==> src/rtl/mem_pkg.sv <==
// Shared types and defaults for the data-memory load/store path.
package mem_pkg;

  localparam int unsigned TIMEOUT_CYC_DEF = 16;
  localparam int unsigned CNT_W_DEF       = 5;

  typedef enum logic [1:0] {
    IDLE = 2'd0,
    REQ  = 2'd1,
    RESP = 2'd2,
    ERR  = 2'd3
  } state_t;

  typedef enum logic [1:0] {
    SZ_BYTE = 2'd0,
    SZ_HALF = 2'd1,
    SZ_WORD = 2'd2
  } size_t;

endpackage

==> src/rtl/mem_load_extract.sv <==
// Selects the addressed byte/halfword from a memory word and extends it to 32 bits.
module mem_load_extract
  import mem_pkg::*;
(
  input  size_t       size,
  input  logic [1:0]  addr_lo,
  input  logic        unsigned_ld,
  input  logic [31:0] word,
  output logic [31:0] result_c
);

  logic [7:0]  byte_sel;
  logic [15:0] half_sel;

  // Lane select followed by sign or zero extension.
  always_comb begin
    byte_sel = word[7:0];
    half_sel = addr_lo[1] ? word[31:16] : word[15:0];
    result_c = word;
    case (addr_lo)
      2'd0:    byte_sel = word[7:0];
      2'd1:    byte_sel = word[15:8];
      2'd2:    byte_sel = word[23:16];
      default: byte_sel = word[31:24];
    endcase
    case (size)
      SZ_BYTE: result_c = {{24{~unsigned_ld & byte_sel[7]}}, byte_sel};
      SZ_HALF: result_c = {{16{~unsigned_ld & half_sel[15]}}, half_sel};
      default: result_c = word;
    endcase
  end

endmodule

==> src/rtl/mem_load_unit.sv <==
// Load unit: alignment check, word read with timeout, extraction, WB handshake.
module mem_load_unit
  import mem_pkg::*;
#(
  parameter int unsigned TIMEOUT_CYC = TIMEOUT_CYC_DEF,
  parameter int unsigned CNT_W       = CNT_W_DEF
) (
  input  logic        clk,
  input  logic        rst_n,
  input  logic        ld_valid,
  output logic        ld_ready,
  input  logic        full,
  input  logic        half,
  input  logic        byte_ld,
  input  logic        unsigned_ld,
  input  logic [31:0] addr,
  output logic        dm_req,
  output logic [29:0] dm_addr,
  input  logic [31:0] dm_rdata,
  input  logic        dm_rvalid,
  output logic        rd_valid,
  output logic [31:0] rd_data,
  input  logic        rd_ready,
  output logic        stall,
  output logic        adel,
  output logic        bus_err,
  output logic [31:0] badvaddr
);

  state_t           state;
  logic [CNT_W-1:0] cnt;
  size_t            size_q;
  logic [31:0]      addr_q;
  logic             uns_q;

  size_t            req_size_c;
  logic             req_legal_c;
  logic             req_misal_c;
  logic [31:0]      ext_c;

  // Decode requested size with full > half > byte priority and check alignment.
  always_comb begin
    req_legal_c = full | half | byte_ld;
    req_size_c  = SZ_BYTE;
    req_misal_c = 1'b0;
    if (full) begin
      req_size_c  = SZ_WORD;
      req_misal_c = (addr[1:0] != 2'b00);
    end else if (half) begin
      req_size_c  = SZ_HALF;
      req_misal_c = addr[0];
    end
  end

  mem_load_extract u_extract (
    .size        (size_q),
    .addr_lo     (addr_q[1:0]),
    .unsigned_ld (uns_q),
    .word        (dm_rdata),
    .result_c    (ext_c)
  );

  // Load FSM with registered outputs; error flags are single-cycle pulses.
  always_ff @(posedge clk or negedge rst_n) begin
    if (!rst_n) begin
      state    <= IDLE;
      cnt      <= '0;
      size_q   <= SZ_BYTE;
      addr_q   <= '0;
      uns_q    <= 1'b0;
      ld_ready <= 1'b1;
      dm_req   <= 1'b0;
      dm_addr  <= '0;
      rd_valid <= 1'b0;
      rd_data  <= '0;
      stall    <= 1'b0;
      adel     <= 1'b0;
      bus_err  <= 1'b0;
      badvaddr <= '0;
    end else begin
      adel    <= 1'b0;
      bus_err <= 1'b0;
      case (state)
        IDLE: begin
          if (ld_valid && req_legal_c) begin
            addr_q   <= addr;
            size_q   <= req_size_c;
            uns_q    <= unsigned_ld;
            cnt      <= '0;
            ld_ready <= 1'b0;
            if (req_misal_c) begin
              state    <= ERR;
              adel     <= 1'b1;
              badvaddr <= addr;
            end else begin
              state   <= REQ;
              dm_req  <= 1'b1;
              dm_addr <= addr[31:2];
              stall   <= 1'b1;
            end
          end
        end
        REQ: begin
          if (dm_rvalid) begin
            state    <= RESP;
            dm_req   <= 1'b0;
            rd_valid <= 1'b1;
            rd_data  <= ext_c;
            cnt      <= '0;
          end else if (cnt == CNT_W'(TIMEOUT_CYC - 1)) begin
            state    <= ERR;
            dm_req   <= 1'b0;
            stall    <= 1'b0;
            bus_err  <= 1'b1;
            badvaddr <= addr_q;
            cnt      <= '0;
          end else begin
            cnt <= cnt + CNT_W'(1);
          end
        end
        RESP: begin
          if (rd_ready) begin
            state    <= IDLE;
            rd_valid <= 1'b0;
            stall    <= 1'b0;
            ld_ready <= 1'b1;
          end
        end
        ERR: begin
          state    <= IDLE;
          ld_ready <= 1'b1;
        end
        default: begin
          state    <= IDLE;
          dm_req   <= 1'b0;
          rd_valid <= 1'b0;
          stall    <= 1'b0;
          ld_ready <= 1'b1;
        end
      endcase
    end
  end

endmodule

==> config.mk <==
export PLATFORM = sky130hd
export DESIGN_NAME = mem_load_unit
export DESIGN_NICKNAME = d
export VERILOG_FILES = /design/src/rtl/mem_pkg.sv /design/src/rtl/mem_load_extract.sv /design/src/rtl/mem_load_unit.sv
export SDC_FILE = /design/constraint.sdc
export NUM_CORES = 1
export LEC_CHECK = 0
export ABC_AREA = 1
export BUFFER_PORTS_ARGS = -buffer_cell sky130_fd_sc_hd__buf_4
export CAP_MARGIN = 5
export CORE_MARGIN = 2
export CORE_UTILIZATION = 40
export CTS_CLUSTER_SIZE = 28
export DETAILED_ROUTE_END_ITERATION = 16
export PLACE_DENSITY = 0.63
export SETUP_SLACK_MARGIN = 0.05
export SLEW_MARGIN = 20
export SYNTH_ARGS = -nofsm -noshare
export SYNTH_HDL_FRONTEND = slang
export SYNTH_SLANG_ARGS = --single-unit
export TNS_END_PERCENT = 1
==> constraint.sdc <==
create_clock -name clk -period 2.1 [get_ports clk]
set_input_delay 0.315 -clock clk [delete_from_list [all_inputs] [get_ports clk]]
set_output_delay 0.315 -clock clk [all_outputs]
set_load 0.1 [all_outputs]
# [Word level (Yosys, flattened, before mapping)]
# Cells that the tools add are included.
[op_classes] add_sub_neg=1 eq_ne=15 n_mux=41 n_bitwise=6 reduce_logical=19
[ops] operator="$mux 32" n=4
[ops] operator="$pmux 32 s2" n=2
[ops] operator="$pmux 8 s3" n=1
[ops] operator="$mux 1" n=18
[ops] operator="$mux 16" n=1
[ops] operator="$mux 5" n=3
[ops] operator="$ne 2x2->1 const B" n=7
[ops] operator="$mux 2" n=6
[ops] operator="$reduce_and 3->1" n=4
[ops] operator="$pmux 5 s2" n=1
[ops] operator="$pmux 2 s4" n=1
[ops] operator="$eq 2x1->1 const B" n=3
[ops] operator="$eq 2x2->1 const B" n=3
[ops] operator="$logic_not 2->1" n=3
[ops] operator="$pmux 1 s3" n=2
[ops] operator="$reduce_and 2->1" n=3
[ops] operator="$reduce_and 6->1" n=1
[ops] operator="$reduce_bool 2->1" n=3
[ops] operator="$reduce_bool 3->1" n=2
[ops] operator="$add 5x1->5 const B" n=1
[ops] operator="$eq 5x4->1 const B" n=1
[ops] operator="$reduce_and 5->1" n=1
[ops] operator="$pmux 1 s2" n=2
[ops] operator="$reduce_and 4->1" n=1
[ops] operator="5 further kinds" n=8
[totals] regBits=142 in_bits=73 output_inout_bits=100 wordCells=96

# [Depth between registers and ports, before layout]
# Gate-level depths: netlist of run 1.
[depth] depth_word=5 ltp_mapped=10 mapped_depth_nobuf=9

# [By module]
# From an unflattened synthesis of run 1, not the netlist that was laid out.
[hier_totals] cells_unflattened=885 hier_area_um2=6998.0
[modules_own_cells] mod="mem_load_unit" n_inst=1 cells_each=728 area_each_um2=6119.6 seq_area_each_um2=3554.7
[modules_own_cells] mod="mem_load_extract" n_inst=1 cells_each=157 area_each_um2=878.3 seq_area_each_um2=0.0

# [Worst setup path after synthesis of run 1]
# Ideal clock, no wire load.
[synth_timing] path_type="flip-flop to flip-flop" from="register state[0]" to="register badvaddr[0]" setup_ns=0.122 arrival_time_ns=1.511 t_required_ns=1.978 path_slack_ns=0.467 stages_incl_launch_ff=9 path_buffers=1 period_less_slack_ns=1.633 path_cell_list="dfrtp_1 -> inv_1 -> ha_1 -> o21ai_1 -> a21oi_4 -> nand2_4 -> buf_6 -> nand2_1 -> nand2_1"
[synth_via] elab_chain_len=3 elab_cells_between_ends=9 cone_classes="eq/ne (5); mux (1); reduce/logical (3)"
[synth_rtl] element="start: declaration" line="mem_load_unit.sv:30" source="state_t state;"
[synth_rtl] element="start signal: assignment" line="mem_load_unit.sv:66" source="state <= IDLE;"
[synth_rtl] element="start signal: assignment" line="mem_load_unit.sv:92" source="state <= ERR;"
[synth_rtl] element="start signal: assignment" line="mem_load_unit.sv:96" source="state <= REQ;"
[synth_rtl] element="$eq 2x1->1 / $logic_not 2->1 (equally long branches)" line="mem_load_unit.sv:83" source="case (state)"
[synth_rtl] element="$ne 2x2->1 (no source line) / $reduce_bool 2->1 (equally long branches)"
[synth_rtl] element="$reduce_and 5->1 (no source line)"
[synth_rtl] element="end signal: assignment" line="mem_load_unit.sv:94" source="badvaddr <= addr;"
[synth_rtl] element="end signal: assignment" line="mem_load_unit.sv:115" source="badvaddr <= addr_q;"
[synth_rtl] element="end: declaration" line="mem_load_unit.sv:27" source="output logic [31:0] badvaddr"
# Several ways; a longest one is shown, not always the timed one.
# A chain may end at the register's enable or synchronous reset.

# [Worst setup path after layout of run 1]
[layout_timing] from="register state[1]" to="register badvaddr[13]"
# Same word-level chain as after synthesis.

==> results of run 1 <==
-- cell families (layout without fill, tap and decap cells) --
family / after synthesis / count (layout) / synth area share
adders and majority gates: 7 / 7 / 0.0125
AOI/OAI and AO/OA: 172 / 172 / 0.132
buffers and inverters: 158 / 341 / 0.107
and+or+nand+nor: 385 / 385 / 0.240
DFF: 142 / 142 / 0.508
-- state kept, by name, summed over array words and instances (netlist names) --
register,count
rd_data,32
uns_q,1
ld_ready,1
cnt,5
size_q,2
dm_addr,30
state,2
bus_err,1
adel,1
dm_req,1
rd_valid,1
addr_q,32
badvaddr,32
stall,1
-- cell type report --
cell class	count	area [um^2]	area share
Inverter	110	414	0.0454
Clock inverter	11	180	0.0197
Timing Repair Buffer	199	1530	0.167
Tap cell	225	282	0.0308
Clock buffer	21	470	0.0515
Multi-Input combinational cell	564	2700	0.296
Sequential cell	142	3550	0.389
-- stage by stage --
stage,cell area (um^2),setup slack (ns),std cells
finish,9130,0.272,1272
global route,9130,0.0928,1272
CTS,9130,0.272,1272
detailed placement,8470,0.275,1239
global placement,8470,0.321,1239
floorplan,6990,0.467,864
-- worst paths after layout --
check	slack [ns]	cells past startpoint	endpoint	from
min in group asynchronous	0.45	2	badvaddr[9]	rst_n
min	0.11	3	dm_addr[20]	addr[22]
max	0.27	7	badvaddr[13]	state[1]
max reg2reg	0.27	7	badvaddr[13]	state[1]
max in group asynchronous	0.97	3	rd_data[24]	rst_n
min reg2reg	0.48	2	dm_req	dm_req
-- timing repair --
item | 4_1_cts | 5_1_grt
endpoints found under the hold margin | 53 | 0
setup buffers | 0 | 0
hold buffers | 1 | 0
-- Yosys cell counts --
| master | instances | area [um^2] |
|---|---|---|
| nand2_2 | 3 | 18.8 |
| a21oi_4 | 1 | 16.3 |
| nand3_1 | 54 | 270 |
| nand2_1 | 248 | 931 |
| o21ai_1 | 3 | 15.0 |
| o21ai_0 | 114 | 571 |
| dfrtp_1 | 141 | 3530 |
| a21oi_1 | 34 | 170 |
| o22ai_1 | 1 | 6.26 |
| a31oi_1 | 1 | 6.26 |
| nor2_2 | 1 | 6.26 |
| buf_2 | 15 | 75.1 |
| nand3_2 | 13 | 130 |
| nand4_1 | 2 | 12.5 |
| dfstp_2 | 1 | 26.3 |
| o21a_1 | 7 | 52.6 |
| a21oi_2 | 2 | 17.5 |
| buf_6 | 12 | 135 |
| inv_1 | 109 | 409 |
| ha_1 | 7 | 87.6 |
| clkbuf_1 | 11 | 41.3 |
| o21bai_1 | 1 | 7.51 |
| o211ai_1 | 7 | 52.6 |
| nor2_1 | 37 | 139 |
| a22oi_1 | 1 | 7.51 |
| buf_1 | 1 | 3.75 |
| or2_1 | 2 | 12.5 |
| clkbuf_8 | 2 | 27.5 |
| clkinv_2 | 1 | 5.00 |
| or2_2 | 23 | 144 |
| nand2_4 | 1 | 11.3 |
| nor3_1 | 1 | 5.00 |
| buf_4 | 7 | 52.6 |
-- metal layers --
metal / wire (um) / up-vias / share of wire / track usage
met5: 0 / - / 0 / 0
met3: 1330 / 22 / 0.073 / 0.0593
met2: 8310 / 161 / 0.45 / 0.317
li1: - / 3070 / - / -
met1: 8400 / 2859 / 0.46 / 0.266
met4: 259 / 0 / 0.014 / 0.0689
-- cells in the final DEF (no fill, tap or decap), drive strengths merged --
cell type | netlist | layout
a21oi | 37 | 37
a22oi | 1 | 1
a31oi | 1 | 1
buf | 35 | 198
bufinv | 0 | 4
clkbuf | 13 | 21
clkinv | 1 | 5
clkinvlp | 0 | 1
dfrtp | 141 | 141
dfstp | 1 | 1
dlygate4sd3 | 0 | 1
ha | 7 | 7
inv | 109 | 111
nand2 | 252 | 252
nand3 | 67 | 67
nand4 | 2 | 2
nor2 | 38 | 38
nor3 | 1 | 1
o211ai | 7 | 7
o21a | 7 | 7
o21ai | 117 | 117
o21bai | 1 | 1
o22ai | 1 | 1
or2 | 25 | 25
-- worst min-delay path, delay by kind of cell --
| family | cells | cell delay, ns |
|---|---|---|
| buf+inv | 1 | 0.09 |
| compound gates | 1 | 0.05 |
| simple gates | 1 | 0.04 |
==> reports/results.tsv, run 1 <==
metric	value	unit
Routed Antenna Nets	0	
Core Box Area	17200	um^2
Buf+Inv Stages, Crit Path	2	
# port buffers	172	
fin crit share	0.870	
CTS max path bufs	2	
Post-Synthesis Cell Area	6990	um^2
number of CTS-inserted buffers	17	
Worst setup EP type	flip-flop	
Worst-Skew Late Latency	0.42	ns
GRT Total Usage	0.201	
IO Count	173	
post_cts resized	0	
CP Data Arrival Time	2.18	ns
critical path peak fanout	23	
Initial Util	0.407	
pin count of the biggest net entering global routing	60	
synth unique cells	33	
routability congestion estimate	0.878	
layout cells sized above 1	0.264	
initial antenna violation count	0	
TritonCTS Sinks	142	
Die ar.	18600	um^2
std cell rows	48	
setup clock skew after layout	0.00933	ns
Slew @ Worst Pin	0.555	ns
Seq cells post-synth	142	
Startpoint Class	flip-flop	
WS Path Type	reg -> reg	
wire length of the first global-routing pass	29200	um
status	finished, final reports clean	
RSZ-0062 raised after global routing	false	
Fin. Hold Viols	0	
Vias/cell	4.81	
die width	136	um
Reg clk slew, reported paths	0.06	ns
required time of the critical path	2.45	ns
H-tree depth	4	
Relative slew margins	0.630	
Area Growth Syn to Fin	30.5	%
die height	136	um
total grt overflow	0	
Final Max Tran Viols	0	
CTS tree	yes	
CP top delay family	buffers and inverters	
Root Driver	clkbuf_16	
Worst Hold Class	in -> reg	
Worst path max stage delay	0.43	ns
Synth Instances	864	
nets	1114	
CP max stage cell	dfrtp_1	
# setup viols final	0	
fillers	1699	
worst hold slack	0.110	ns
antenna cell count	0	
drt first pass iters	5	
hpwl dp	13400	um
via count	6112	
Starting DRT DRC Count	329	
Peak Freq	547	MHz
final wirelength	18300	um
drt drc	0	
Synthesized Nets	944	
final setup TNS	0	ns
Max-Cap Viols	0	
post-route core utilization	0.531	
Tmin final	1.83	ns
Avg WL per Cell	14.4	um
crit-path cells	inv_1 > ha_1 > o21ai_1 > a21oi_4 > buf_4 > nand3_1 > nand2_1	
number of global-route vias before repair	5782	
Seq/Total Area, Yosys	0.508	
Post-Syn Area per Cell	8.10	um^2
Synthesis Warnings	0	
Power of run 1 is not shown: default switching activity piles up to over one toggle a cycle in this logic, so the estimate is an artifact.
==> run 2, diff against run 1 <==
--- a/config.mk
+++ b/config.mk
@@ -13,6 +13,7 @@
 export CTS_CLUSTER_SIZE = 28
 export DETAILED_ROUTE_END_ITERATION = 16
 export PLACE_DENSITY = 0.63
+export REMOVE_ABC_BUFFERS = 1
 export SETUP_SLACK_MARGIN = 0.05
 export SLEW_MARGIN = 20
 export SYNTH_ARGS = -nofsm -noshare
==> run 2 against run 1 <==
Compared with the run above:
- design area decreased by 0.70%
- sequential share of layout area grew 0.27 points
- routed wire length shrank 0.45%
- final cell count about the same
- clock skew is 0.0018 ns lower
==> reports/results.tsv, run 2 (synthesis results as in run 1) <==
metric	value	unit
status	finished, final reports clean	
Slew @ Worst Pin	0.453	ns
post_cts resized	0	
Peak Freq	549	MHz
Core Box Area	17200	um^2
number of global-route vias before repair	5809	
H-tree depth	4	
Root Driver	clkbuf_16	
Startpoint Class	flip-flop	
wire length of the first global-routing pass	30000	um
drt first pass iters	5	
critical path peak fanout	22	
die height	136	um
final wirelength	18200	um
CP Data Arrival Time	2.17	ns
Reg clk slew, reported paths	0.06	ns
CTS max path bufs	2	
std cell rows	48	
Worst Reg-to-Reg Cells	9	
most common cell after layout, fill and taps aside	nand2_1	
drt drc	0	
TritonCTS Sinks	142	
Avg WL per Cell	14.3	um
Reg2Reg Launch Point	state[0]	
# port buffers	172	
Hold Path Depth	3	
required time of the critical path	2.45	ns
setup clock skew after layout	0.00756	ns
reg2reg setup slack	0.28	ns
worst reg2reg endpoint	ld_ready	
RSZ-0062 raised after global routing	false	
layout cells sized above 1	0.262	
die width	136	um
initial antenna violation count	0	
CTS tree	yes	
GRT Total Usage	0.207	
met3 usage	0.0667	
antenna cell count	0	
worst hold slack	0.107	ns
Relative slew margins	0.697	
pin count of the biggest net entering global routing	66	
GR peak layer	met2	
Max-Cap Viols	0	
commonest cells after routing, fill and taps aside	nand2_1, buf_4, dfrtp_1	
fin crit share	0.868	
total grt overflow	0	
Vias/cell	4.79	
grt met2 use	0.310	
Area Growth Syn to Fin	29.6	%
grt met1 use	0.284	
number of CTS-inserted buffers	17	
nets	1113	
Worst-Skew Late Latency	0.42	ns
Initial Util	0.407	
Tmin final	1.82	ns
WS Path Type	reg -> reg	
Die ar.	18600	um^2
Fin. Hold Viols	0	
Final Max Tran Viols	0	
hpwl dp	13000	um
routability congestion estimate	0.790	
IO Count	173	
# setup viols final	0	
Hold Path Sink	uns_q	
Routed Antenna Nets	0	
Worst Hold Class	in -> reg	
Starting DRT DRC Count	369	
Top Registers	addr_q x32, badvaddr x32, rd_data x32	
hold path start	unsigned_ld	
via count	6088	
Worst setup EP type	flip-flop	
run 2: layout make-up:
class / instances / area (um^2)
fill: 1667 / 8110
multi-input combinational: 564 / 2700
timing repair buffer: 198 / 1540
inverter: 110 / 414
sequential: 142 / 3550
tap: 225 / 282
clock inverter: 11 / 109
clock buffer: 21 / 460
run 2: repair_timing:
| action | 4_1_cts | 5_1_grt |
|---|---|---|
| endpoints found under the setup margin | 0 | 32 |
| endpoints found under the hold margin | 30 | 0 |
| setup buffers | 0 | 2 |
| hold buffers | 1 | 0 |
run 2: worst max path at each step:
stage                         from      endpoint  slack [ns]  cells after the start
after floorplan           state[1]   rd_data[15]       -1.18                      7
after global placement    state[0]   badvaddr[3]        0.15                      7
after detailed placement  state[0]  badvaddr[13]        0.08                      7
after CTS                 state[0]  badvaddr[31]        0.08                      7
after global routing      state[0]      ld_ready        0.07                      9
final                     state[0]      ld_ready        0.28                      9
run 2: layer usage:
layer,vias up,routed length (um)
li1,3053,-
met1,2836,8330
met2,173,8080
met3,26,1480
met4,0,312
met5,-,0
run 2: critical path: stages (launching register included):
cell	delay [ns]
dfrtp_1	0.43
inv_1	0.12
ha_1	0.35
nand3_2	0.18
buf_4	0.20
inv_1	0.05
buf_4	0.23
nand2_1	0.08
nand2_1	0.05
o21ai_0	0.06
run 2: through the flow:
stage | worst slack (ns) | util | TNS (ns) | instances | cell area, um^2
after floorplan | -1.18 | - | -93.82 | 816 | 6660
after global placement | 0.146 | 0.493 | 0 | 1236 | 8470
after detailed placement | 0.0821 | 0.493 | 0 | 1236 | 8470
after CTS | 0.0792 | 0.527 | 0 | 1269 | 9050
after global routing | 0.0741 | 0.528 | 0 | 1271 | 9060
final | 0.277 | 0.528 | 0 | 1271 | 9060
Power of run 2 is left out for the same reason.
